### src/rtl/poci_led_arbiter.sv
// rtl/poci_led_arbiter.sv - round-robin two-requester POCI master for the LED peripheral
// Optional ACCESS watchdog: define POCI_LED_ARB_TIMEOUT_EN (limit set by TIMEOUT).
module poci_led_arbiter #(
  parameter logic [31:0] ADDR_HEX  = 32'h0000_0000,
  parameter logic [31:0] ADDR_LEDG = 32'h0000_0004,
  parameter logic [31:0] ADDR_LEDR = 32'h0000_0008,
  parameter int unsigned TIMEOUT   = 255
) (
  input  logic        pclk_i,
  input  logic        preset_i,
  input  logic [1:0]  req_i,
  input  logic [1:0]  req_write_i,
  input  logic [1:0]  req_sel0_i,
  input  logic [1:0]  req_sel1_i,
  input  logic [31:0] req_wdata0_i,
  input  logic [31:0] req_wdata1_i,
  output logic [1:0]  ack_o,
  output logic [31:0] rdata_o,
  output logic        err_o,
  output logic [31:0] m_paddr_o,
  output logic        m_psel_o,
  output logic        m_penable_o,
  output logic        m_pwrite_o,
  output logic [31:0] m_pwdata_o,
  input  logic [31:0] m_prdata_i,
  input  logic        m_pready_i,
  input  logic        m_pslverr_i
);

  typedef enum logic [1:0] {IDLE, SETUP, ACCESS, FAIL} state_e;

  state_e      state_q, state_d;
  logic        grant_q, grant_d;
  logic        last_q, last_d;
  logic        write_q, write_d;
  logic [1:0]  sel_q, sel_d;
  logic [31:0] wdata_q, wdata_d;
  logic [31:0] addr;
  logic        in_xfer;

`ifdef POCI_LED_ARB_TIMEOUT_EN
  localparam int unsigned CW = $clog2(TIMEOUT + 1);
  logic [CW-1:0] cnt_q, cnt_d;
`else
  localparam int unsigned unused_timeout = TIMEOUT;
`endif

  always_ff @(posedge pclk_i) begin
    if (preset_i) begin
      state_q <= IDLE;
      grant_q <= 1'b0;
      // "last granted = 1" makes requester 0 win the first contested round
      last_q  <= 1'b1;
      write_q <= 1'b0;
      sel_q   <= 2'd0;
      wdata_q <= 32'd0;
`ifdef POCI_LED_ARB_TIMEOUT_EN
      cnt_q   <= '0;
`endif
    end else begin
      state_q <= state_d;
      grant_q <= grant_d;
      last_q  <= last_d;
      write_q <= write_d;
      sel_q   <= sel_d;
      wdata_q <= wdata_d;
`ifdef POCI_LED_ARB_TIMEOUT_EN
      cnt_q   <= cnt_d;
`endif
    end
  end

  always_comb begin
    state_d     = state_q;
    grant_d     = grant_q;
    last_d      = last_q;
    write_d     = write_q;
    sel_d       = sel_q;
    wdata_d     = wdata_q;
    ack_o       = 2'b00;
    rdata_o     = 32'd0;
    err_o       = 1'b0;
    m_psel_o    = 1'b0;
    m_penable_o = 1'b0;
`ifdef POCI_LED_ARB_TIMEOUT_EN
    cnt_d       = cnt_q;
`endif
    case (state_q)
      IDLE: begin
        if (|req_i) begin
          grant_d = (req_i == 2'b11) ? ~last_q : req_i[1];
          last_d  = grant_d;
          write_d = req_write_i[grant_d];
          sel_d   = grant_d ? req_sel1_i : req_sel0_i;
          wdata_d = grant_d ? req_wdata1_i : req_wdata0_i;
          state_d = (sel_d == 2'd3) ? FAIL : SETUP;
`ifdef POCI_LED_ARB_TIMEOUT_EN
          cnt_d   = '0;
`endif
        end
      end
      SETUP: begin
        m_psel_o = 1'b1;
        state_d  = ACCESS;
      end
      ACCESS: begin
        m_psel_o    = 1'b1;
        m_penable_o = 1'b1;
        if (m_pready_i) begin
          ack_o   = grant_q ? 2'b10 : 2'b01;
          rdata_o = m_prdata_i;
          err_o   = m_pslverr_i;
          state_d = IDLE;
        end
`ifdef POCI_LED_ARB_TIMEOUT_EN
        else begin
          // FAIL doubles as the timeout completion: no bus, err=1, rdata=0
          cnt_d = cnt_q + 1'b1;
          if (cnt_d == CW'(TIMEOUT)) state_d = FAIL;
        end
`endif
      end
      FAIL: begin
        ack_o   = grant_q ? 2'b10 : 2'b01;
        err_o   = 1'b1;
        state_d = IDLE;
      end
      default: state_d = IDLE;
    endcase
  end

  always_comb begin
    case (sel_q)
      2'd0:    addr = ADDR_HEX;
      2'd1:    addr = ADDR_LEDG;
      default: addr = ADDR_LEDR;
    endcase
  end

  assign in_xfer    = (state_q == SETUP) || (state_q == ACCESS);
  assign m_paddr_o  = in_xfer ? addr : 32'd0;
  assign m_pwrite_o = in_xfer & write_q;
  assign m_pwdata_o = in_xfer ? wdata_q : 32'd0;

endmodule
### config.mk
export PLATFORM = sky130hd
export DESIGN_NAME = poci_led_arbiter
export DESIGN_NICKNAME = d
export VERILOG_FILES = /design/src/rtl/poci_led_arbiter.sv
export SDC_FILE = /design/constraint.sdc
export NUM_CORES = 1
export LEC_CHECK = 0
export ABC_CLOCK_PERIOD_IN_PS = 2000
export BUFFER_PORTS_ARGS = -buffer_cell sky130_fd_sc_hd__buf_2
export CAP_MARGIN = 20
export CORE_UTILIZATION = 39
export DETAILED_ROUTE_END_ITERATION = 7
export GPL_TIMING_DRIVEN = 0
export PLACE_DENSITY = 0.83
export SLEW_MARGIN = 5
export SYNTH_ARGS = -nofsm -noshare
export SYNTH_HDL_FRONTEND = slang
export SYNTH_SLANG_ARGS = --single-unit
### constraint.sdc
create_clock -name pclk_i -period 2 [get_ports pclk_i]
set_input_delay 0.2 -clock pclk_i [delete_from_list [all_inputs] [get_ports pclk_i]]
set_output_delay 0.2 -clock pclk_i [all_outputs]
set_load 0.01 [all_outputs]
# --- Word level (Yosys, flattened, before mapping) ---
# Cells that the tools add are included.
classes:
  n_lt_le_gt_ge: 1
  n_eq_ne: 8
  muxes: 21
  bitwise_logic: 2
  reduce_logical: 7
op_table:
  columns: ["op", "count"]
  rows:
  - ["two-way mux 32 bit", 5]
  - ["two-way mux 2 bit", 6]
  - ["equality test 2 bit (second input constant)", 4]
  - ["case mux 2 bit (4 select lines)", 1]
  - ["case mux 4 bit (2 select lines)", 1]
  - ["two-way mux 1 bit", 6]
  - ["equality test 2 x 1 -> 1 bit (second input constant)", 2]
  - ["logical NOT 2 bit", 2]
  - ["!= test 2 bit (second input constant)", 2]
  - ["case mux 2 bit (2 select lines)", 1]
  - ["AND reduction 2 bit", 2]
  - ["OR reduction 2 bit", 2]
  - ["< comparator 1 x 2 -> 1 bit (second input constant)", 1]
  - ["case mux 1 bit (2 select lines)", 1]
  - ["bitwise AND 1 bit", 1]
  - ["logical OR 1 bit", 1]
  - ["NOT 1 bit", 1]
totals:
  ff_bits: 39
  input_bits: 108
  word_cells: 45

# --- Depth between registers and ports, before layout ---
# Gate-level depths: netlist of the first run.
depth:
  word_depth: 7
  depth_mapped: 8

# --- Worst setup path after synthesis of the first run ---
# Ideal clock, no wire load.
synth_path:
  path_kind: "reg2out"
  from: "register state_q[0]"
  to: "output port ack_o[0]"
  arrival_time_ps: 1379
  required_time_ps: 1800
  setup_slack_ps: 421
  path_stages_with_launch: 7
  cell_sequence: "dfxtp_1 inv_1 ha_1 clkbuf_1 clkbuf_1 nand2_1 a21oi_1"
synth_between:
  elab_chain_cells: 2
  elab_cells_between_ends: 3
  cone_classes: "eq/ne (2); mux (1)"
synth_rtl:
  columns: ["item", "line", "source"]
  rows:
  - ["start: declaration", "32", "state_e state_q, state_d;"]
  - ["start signal: assignment", "61", "state_q <= state_d;"]
  - ["equality test 2 bit", "88", "case (state_q)"]
  - ["case mux 2 bit (2 select lines) (*)", "88", null]
  - ["end: declaration", "17", "output logic [1:0] ack_o,"]
# Every way passes the cells marked *; elsewhere a longest branch is shown, timed or not.

# --- Worst setup path in the final report of the first run ---
layout_path:
  from: "register state_q[0]"
  to: "output port rdata_o[6]"
layout_between:
  elab_chain_cells: 2
layout_rtl:
  columns: ["item", "line", "source"]
  rows:
  - ["equality test 2 bit", "88", null]
  - ["two-way mux 32 bit", "88", null]
  - ["end: declaration", "18", "output logic [31:0] rdata_o,"]
# No other way between the ends.

==> results.ini, run 1 <==
[setup_path]
reg2regPathDepth=7
worstSetupEndpointType=output port
crit_arrival_ns=1.68
crit_fanout=11
cp.required_ns=1.80
worst_setup_path_start_kind=flip-flop
crit_type=flip-flop to output port

[detailed_routing]
drtAntennaViolNets=0
drt-pass1-iter-count=8
detail_route.wl_per_cell_um=13.5
viasPerCell=4.84
route.detailed.drc=3
routed_wl_um=8570
drtIter0Drc=141
vias=3064

[finish]
nFillCells=629
multi_input_area_um2=1480
area_growth_pct=47.8
regArea_um2=781
insertedDiodeCount=0
nets=668
drive_above_1_share_pct=43.0

[floorplan]
core_area_um2=6310
ios=210
fp.dieW_um=82.7
dieArea_um2=6850
die_h_um=82.7
num_rows=29
initial_utilization_pct=40.3

[synthesis]
ys_ff_latch=39
netlist_instances=342
yosysMostFrequentCell=nand2_1
ys_warn_count=0
yosysTopAreaCell=dfxtp_1
yosysUniqueCellTypes=28
synth_edf_count=0
netlist_area_um2=2540
ys.flop_type=dfxtp_1
synthTopCellsByCount=nand2_1 (74), dfxtp_1 (39), buf_4 (37)
yosysTopAreaCellShare_pct=30.7
synthTopCellsByArea=dfxtp_1 (31%), a311oi_1 (12%), buf_4 (11%), nand2_1 (11%), and2_1 (8.4%)
synthArstFlopShare_pct=0
ys_seq_area_share_pct=30.7
avgSynthCellArea_um2=7.43

[timing]
worst_pin_slew_ns=0.502
hold_viol=0
tns_ns=0
worst_slack_ns=0.118
fmax_mhz=531
clock_skew_ns=0.00512
period_needed_ns=1.88
slew_violations=0
slew_headroom_pct=66.5
rsz0062_at_grt=false
final.period_utilization_pct=94.1
setup-violations-final=0

[flow_run]
drv_cap=0

[placement]
gp_congestion=0.752
hpwl_um=6820
post-place-ws_ns=0.135
io_buffers=178

[outcome]
status=finished with violations
violations=DRC

[power_and_ir_drop]
p_leak_nw=2.21
ir_drop_mv=0.442
powerDensity_nw_per_um2=753

[global_route]
track_usage_pct=24.0
grt_pass1_vias=2641
grt_first_pass_wirelength_um=12300
grt_max_degree=12
antenna_found_initial=0
grt-ovfl-total=0

[clock_network]
numCtsBuffers=5
cts_root_buf=clkbuf_8
cts_max_path_buffers=2
cts_sinks=39
clk_pin_slew_ns=0.08
insertion_delay_ns=0.28
post_cts_buffers=0
tritoncts=done
htreeDepth=2
hold_buffers=0

[worst_hold_path]
worstHoldPathType=primary input to flip-flop
whs_path_depth=3

==> report_power, final <==
group | switching, mW | internal (mW)
sequential | 0.0764 | 0.931
combinational | 0.688 | 0.545
clock | 0.272 | 0.315
==> through the flow <==
step / total power [mW] / area [um^2] / instances / hold WS (ns) / utilization (%)
after floorplan: 1.78 / 2650 / 371 / 0.359 / -
after global placement: 2.19 / 3640 / 626 / 0.465 / 57.6
after detailed placement: 2.23 / 3640 / 626 / 0.472 / 57.6
after CTS: 2.83 / 3740 / 633 / 0.162 / 59.3
after global routing: 3.04 / 3760 / 633 / 0.164 / 59.5
final: 2.83 / 3760 / 633 / 0.172 / 59.5
==> cells by family after synthesis <==
group | synth area share, %
compound gates | 15.8
fa+ha+maj | 2.46
simple gates | 35.1
other cells | 0.147
buf+inv | 15.8
flops | 30.7
==> state kept, by name (all words and copies together) (netlist names) <==
signal	count
state_q	2
wdata_q	32
grant_q	1
write_q	1
last_q	1
sel_q	2
==> worst paths after layout <==
path,startpoint,to,slack (ns)
hold / removal,req_wdata1_i[15],wdata_q[15],0.17
setup reg to reg,state_q[0],wdata_q[7],0.22
hold reg to reg,wdata_q[15],wdata_q[15],0.49
setup / recovery,state_q[0],rdata_o[6],0.12
==> layout by cell type (no fill, tap or decap), types with 2 or more instances in the layout <==
cell type / n
o21ai_0: 2
and2_1: 34
nand4_1: 2
and3_1: 33
dfxtp_1: 39
clkbuf_2: 5
a311oi_1: 36
inv_1: 3
nand2_1: 74
buf_2: 182
clkbuf_1: 10
buf_4: 37
nor2_1: 36
ha_1: 3
conb_1: 30
nand2b_1: 2
clkbuf_8: 7
buf_6: 3
a21oi_1: 5
==> timing repair <==
item                       in CTS  in global routing
pin swaps                       0                  0
setup endpoints to repair      58                 36
gates resized for setup         7                  3
==> routing by layer <==
layer  track usage (%)  routed length (um)  share of wire (%)  vias to the layer above
met5                 0                   0                  0                        -
met4              10.0                 244                2.8                        0
met3              4.62                 772                9.0                       15
met2              45.8                4560                 53                      160
met1              25.2                3000                 35                     1366
li1                  -                   -                  -                     1523
==> worst max-delay path, stage by stage, from the launching register on <==
cell and delay, ns:
dfxtp_1 0.35, inv_1 0.16, ha_2 0.29, clkbuf_2 0.21, and3_1 0.23, buf_2 0.15
==> final cells by class <==
| cell class | instances | share of cell area (%) |
|---|---|---|
| inverter | 3 | 0.300 |
| buffer | 59 | 10.5 |
| timing repair buffer | 178 | 23.7 |
| clock buffer | 8 | 2.66 |
| sequential | 39 | 20.8 |
| multi-input combinational | 269 | 39.5 |
| tap | 77 | 2.56 |
(Power assumes the default switching activity.)
==> run 2: changes to the inputs <==
--- a/config.mk
+++ b/config.mk
@@ -8,6 +8,7 @@
 export ABC_CLOCK_PERIOD_IN_PS = 2000
 export BUFFER_PORTS_ARGS = -buffer_cell sky130_fd_sc_hd__buf_2
 export CAP_MARGIN = 20
+export CORE_ASPECT_RATIO = 1.25
 export CORE_UTILIZATION = 39
 export DETAILED_ROUTE_END_ITERATION = 7
 export GPL_TIMING_DRIVEN = 0
==> results.ini, run 2 (synthesized netlist as in run 1, its figures left out) <==
[finish]
largest_reg_flops=32  ; unchanged
final_core_util_pct=60.1  ; was 59.5%
drive_above_1_share_pct=42.4  ; was 43.0%
regMostFlops=wdata_q  ; unchanged
fin_area_um2=3750  ; was 3760 um^2
largest_registers=wdata_q (32), sel_q (2), state_q (2)  ; unchanged
area_growth_pct=47.7  ; was 47.8%
final_common_cell=buf_2  ; unchanged
final_cell_mix=buf_2 (182), nand2_1 (74), dfxtp_1 (39)  ; unchanged
insertedDiodeCount=0  ; unchanged
nets=668  ; unchanged

[global_route]
antenna_found_initial=0  ; unchanged
grt_pass1_vias=2724  ; was 2641
track_usage_pct=22.4  ; was 24.0%
grt_max_degree=12  ; unchanged
grt-ovfl-total=0  ; unchanged
grt_first_pass_wirelength_um=12000  ; was 12300 um

[timing]
slew_violations=0  ; unchanged
hold_viol=0  ; unchanged
holdWs_ns=0.169  ; was 0.172 ns
clock_skew_ns=0.00711  ; was 0.00512 ns
final.period_utilization_pct=98.6  ; was 94.1%
worst_slack_ns=0.0286  ; was 0.118 ns
period_needed_ns=1.97  ; was 1.88 ns
tns_ns=0  ; unchanged
setup-violations-final=0  ; unchanged
fmax_mhz=507  ; was 531 MHz
rsz0062_at_grt=true  ; was false

[placement]
hpwl_um=6250  ; was 6820 um
post-place-ws_ns=0.159  ; was 0.135 ns
place_area_um2=3650  ; was 3640 um^2
gp_congestion=0.764  ; was 0.752
io_buffers=178  ; unchanged

[detailed_routing]
vias=3045  ; was 3064
routed_wl_um=7760  ; was 8570 um
detail_route.wl_per_cell_um=12.1  ; was 13.5 um
drtIter0Drc=121  ; was 141
drt-pass1-iter-count=4  ; was 8
viasPerCell=4.75  ; was 4.84
drtAntennaViolNets=0  ; unchanged
route.detailed.drc=0  ; was 3

[clock_network]
insertion_delay_ns=0.29  ; was 0.28 ns
post_cts_buffers=0  ; unchanged
cts_sinks=39  ; unchanged
tritoncts=done  ; unchanged
htreeDepth=2  ; unchanged
post_cts_resized=5  ; was 7
numCtsBuffers=5  ; unchanged
clk_pin_slew_ns=0.08  ; about the same
hold_buffers=0  ; unchanged
cts_max_path_buffers=2  ; unchanged
cts_root_buf=clkbuf_8  ; unchanged

[floorplan]
initial_utilization_pct=40.7  ; was 40.3%
ios=210  ; unchanged
fp.dieW_um=74.2  ; was 82.7 um
num_rows=32  ; was 29
dieArea_um2=6850  ; about the same
die_h_um=92.3  ; was 82.7 um
core_area_um2=6250  ; was 6310 um^2

[power_and_ir_drop]
powerDensity_nw_per_um2=744  ; was 753 nW/um^2
p_int_mw=1.78  ; was 1.79 mW
ir_drop_mv=0.488  ; was 0.442 mV
p_switching_mw=1.02  ; was 1.04 mW
p_leak_nw=2.20  ; was 2.21 nW
combPwrFrac_pct=42.9  ; was 43.6%
pwr-share-clk_pct=21.0  ; was 20.8%
seqPwrFrac_pct=36.1  ; was 35.6%
swShare_pct=36.3  ; was 36.7%

[flow_run]
drv_cap=0  ; unchanged

[setup_path]
crit_arrival_ns=1.77  ; was 1.68 ns
rrSetupSlack_ns=0.25  ; was 0.22 ns
worstSetupEndpointType=output port  ; unchanged
reg2regPathDepth=7  ; unchanged
crit_type=flip-flop to output port  ; unchanged
r2r_start=state_q[0]  ; unchanged
r2r-end=wdata_q[14]  ; was wdata_q[7]
crit_fanout=10  ; was 11
worst_setup_path_start_kind=flip-flop  ; unchanged
cp.required_ns=1.80  ; about the same

[worst_hold_path]
holdCritStartpoint=req_wdata1_i[29]  ; was req_wdata1_i[15]
holdPathEnd=wdata_q[29]  ; was wdata_q[15]
worstHoldPathType=primary input to flip-flop  ; unchanged
whs_path_depth=3  ; unchanged

[outcome]
status=finished clean  ; was finished with violations

run 2: cell types whose count changed in the layout (fill, tap and decap cells not counted):
| cell | previous run | this run |
|---|---|---|
| clkbuf_1 | 10 | 12 |
| clkbuf_2 | 5 | 2 |
| clkbuf_4 | 0 | 1 |
| ha_1 | 3 | 4 |
| ha_4 | 1 | 0 |
run 2: power by group through the flow:
| stage | sequential, mW | clock, mW | combinational, mW |
|---|---|---|---|
| floorplan | 1.00 | 0 | 0.780 |
| global placement | 1.02 | 0 | 1.17 |
| detailed placement | 1.03 | 0 | 1.19 |
| CTS | 1.01 | 0.598 | 1.20 |
| global route | 1.03 | 0.635 | 1.34 |
| finish | 1.01 | 0.588 | 1.20 |
run 2: worst max path at each step:
stage,to,start,cells after the start,slack [ns]
detailed placement,m_pwdata_o[24],state_q[1],5,0.16
CTS,m_pwdata_o[24],state_q[1],5,0.01
floorplan,ack_o[0],state_q[0],6,0.42
global placement,m_paddr_o[2],state_q[0],6,0.20
finish,m_pwdata_o[24],state_q[1],5,0.03
global route,m_pwdata_o[16],state_q[1],5,-0.08
run 2: per-layer routing:
metal / global-route usage (%) / share of wire [%] / vias to the layer above
li1: - / - / 1527
met1: 23.8 / 37 / 1358
met2: 42.6 / 54 / 145
met3: 3.85 / 7.2 / 15
met4: 7.70 / 1.9 / 0
met5: 0 / 0 / -
run 2: per-stage QoR:
| stage | cells | power (mW) |
|---|---|---|
| after floorplan | 371 | 1.78 |
| final | 641 | 2.80 |
| after detailed placement | 634 | 2.21 |
| after global placement | 634 | 2.18 |
| after CTS | 641 | 2.81 |
| after global routing | 641 | 3.01 |
run 2: layout make-up:
cell class / count / area, um^2
inverters: 3 / 11.3
flip-flops and latches: 39 / 781
multi-input cells: 269 / 1470
repair buffers: 178 / 891
plain buffers: 59 / 394
clock buffers: 8 / 100
fillers: 605 / 2490
well taps: 85 / 106
run 2: worst max-delay path, stage by stage (launching register included):
cell,delay (ns)
dfxtp_1,0.42
inv_1,0.10
ha_2,0.45
clkbuf_2,0.23
and2_1,0.16
buf_2,0.13
==> run 3: changes to the inputs <==
--- a/config.mk
+++ b/config.mk
@@ -12,7 +12,7 @@
 export CORE_UTILIZATION = 39
 export DETAILED_ROUTE_END_ITERATION = 7
 export GPL_TIMING_DRIVEN = 0
-export PLACE_DENSITY = 0.83
+export PLACE_DENSITY = 0.87
 export SLEW_MARGIN = 5
 export SYNTH_ARGS = -nofsm -noshare
 export SYNTH_HDL_FRONTEND = slang
==> results.ini, run 3 (synthesized netlist as in run 1, its figures left out) <==
[timing]
setup-violations-final=0  ; unchanged
period_needed_ns=1.89  ; was 1.97 ns
holdWs_ns=0.170  ; was 0.169 ns
hold_viol=0  ; unchanged
final.period_utilization_pct=94.3  ; was 98.6%
worst_slack_ns=0.115  ; was 0.0286 ns
rsz0062_at_grt=false  ; was true
clock_skew_ns=0.00578  ; was 0.00711 ns
tns_ns=0  ; unchanged
fmax_mhz=530  ; was 507 MHz
slew_violations=0  ; unchanged

[clock_network]
hold_buffers=0  ; unchanged
cts_max_path_buffers=2  ; unchanged
clk_pin_slew_ns=0.08  ; about the same
cts_root_buf=clkbuf_8  ; unchanged
numCtsBuffers=5  ; unchanged
insertion_delay_ns=0.29  ; about the same
htreeDepth=2  ; unchanged
tritoncts=done  ; unchanged
cts_sinks=39  ; unchanged

[detailed_routing]
drtAntennaViolNets=0  ; unchanged
vias=3080  ; was 3045
drt-pass1-iter-count=5  ; was 4
route.detailed.drc=0  ; unchanged
viasPerCell=4.80  ; was 4.75
detail_route.wl_per_cell_um=12.6  ; was 12.1 um
drtIter0Drc=98  ; was 121
routed_wl_um=8100  ; was 7760 um

[placement]
gp_congestion=0.799  ; was 0.764
hpwl_um=6430  ; was 6250 um
post-place-ws_ns=0.145  ; was 0.159 ns
place_area_um2=3650  ; unchanged
io_buffers=178  ; unchanged
dp_cells=634  ; unchanged

[worst_hold_path]
worstHoldPathType=primary input to flip-flop  ; unchanged

[power_and_ir_drop]
p_leak_nw=2.21  ; was 2.20 nW
powerDensity_nw_per_um2=748  ; was 744 nW/um^2
ir_drop_mv=0.471  ; was 0.488 mV

[global_route]
track_usage_pct=22.5  ; was 22.4%
grt_max_degree=12  ; unchanged
antenna_found_initial=0  ; unchanged
grt_pass1_vias=2676  ; was 2724
grt-ovfl-total=0  ; unchanged
grt_first_pass_wirelength_um=11900  ; was 12000 um

[finish]
finalNonFillerCells=641  ; unchanged
insertedDiodeCount=0  ; unchanged
final_cell_mix=buf_2 (181), nand2_1 (74), dfxtp_1 (38)  ; was buf_2 (182), nand2_1 (74), dfxtp_1 (39)
largest_reg_flops=32  ; unchanged
largest_registers=wdata_q (32), sel_q (2), state_q (2)  ; unchanged
fin_area_um2=3770  ; was 3750 um^2
regMostFlops=wdata_q  ; unchanged
area_growth_pct=48.3  ; was 47.7%
drive_above_1_share_pct=43.2  ; was 42.4%
final_common_cell=buf_2  ; unchanged
nets=668  ; unchanged

[floorplan]
ios=210  ; unchanged
die_h_um=92.3  ; unchanged
num_rows=32  ; unchanged
core_area_um2=6250  ; unchanged
dieArea_um2=6850  ; unchanged
initial_utilization_pct=40.7  ; unchanged
fp.dieW_um=74.2  ; unchanged

[setup_path]
cp.required_ns=1.80  ; about the same
worstSetupEndpointType=output port  ; unchanged
crit_type=flip-flop to output port  ; unchanged
crit_arrival_ns=1.69  ; was 1.77 ns
crit_fanout=10  ; unchanged
worst_setup_path_start_kind=flip-flop  ; unchanged

[flow_run]
drv_cap=0  ; unchanged

[outcome]
status=finished clean  ; unchanged

-- run 3: changes by cell type in the layout (fill, tap and decap cells not counted), sizes merged --
cell | before | now
clkbuf | 22 | 23
buf | 223 | 222
-- run 3: power breakdown --
part | internal [mW] | switching (mW) | leakage (nW)
Clock | 0.315 | 0.268 | 0.0515
Sequential | 0.933 | 0.0779 | 0.324
Combinational | 0.548 | 0.681 | 1.83
-- run 3: final cells by class --
type / instances / area [um^2]
sequential: 39 / 782
tap: 85 / 106
inverter: 3 / 11.3
clock buffer: 8 / 100
timing repair buffer: 178 / 891
multi-input combinational: 269 / 1480
buffer: 59 / 397
fill: 595 / 2470
-- run 3: repair_timing --
item	CTS	global route
endpoints found under the hold margin	0	0
pin swaps	0	0
setup endpoints to repair	60	60
gates resized for setup	4	11
buffers inserted	0	0
-- run 3: final timing paths --
path,cells past startpoint,to,startpoint,slack [ns]
hold reg to reg,2,wdata_q[15],wdata_q[15],0.49
setup / recovery,5,m_pwdata_o[16],state_q[0],0.11
hold / removal,3,wdata_q[2],req_wdata1_i[2],0.17
setup reg to reg,7,wdata_q[5],state_q[0],0.22
-- run 3: worst max-delay path, cell delays in order (launching register included) --
cell and delay, ns:
dfxtp_1 0.40, inv_1 0.13, ha_4 0.35, clkbuf_2 0.21
and2_1 0.18, buf_2 0.13
-- run 3: per-layer routing --
| layer | GRT usage (%) | share of wire [%] | routed length, um |
|---|---|---|---|
| met1 | 23.2 | 37 | 2960 |
| met2 | 43.5 | 54 | 4410 |
| met3 | 4.51 | 7.3 | 588 |
| met4 | 7.08 | 1.7 | 136 |
| met5 | 0 | 0 | 0 |
-- run 3: per-stage QoR --
step / util [%] / total power [mW]
2_1_floorplan: - / 1.78
3_3_place_gp: 58.4 / 2.19
3_5_place_dp: 58.4 / 2.22
4_1_cts: 60.1 / 2.82
5_1_grt: 60.4 / 3.02
6_report: 60.4 / 2.82
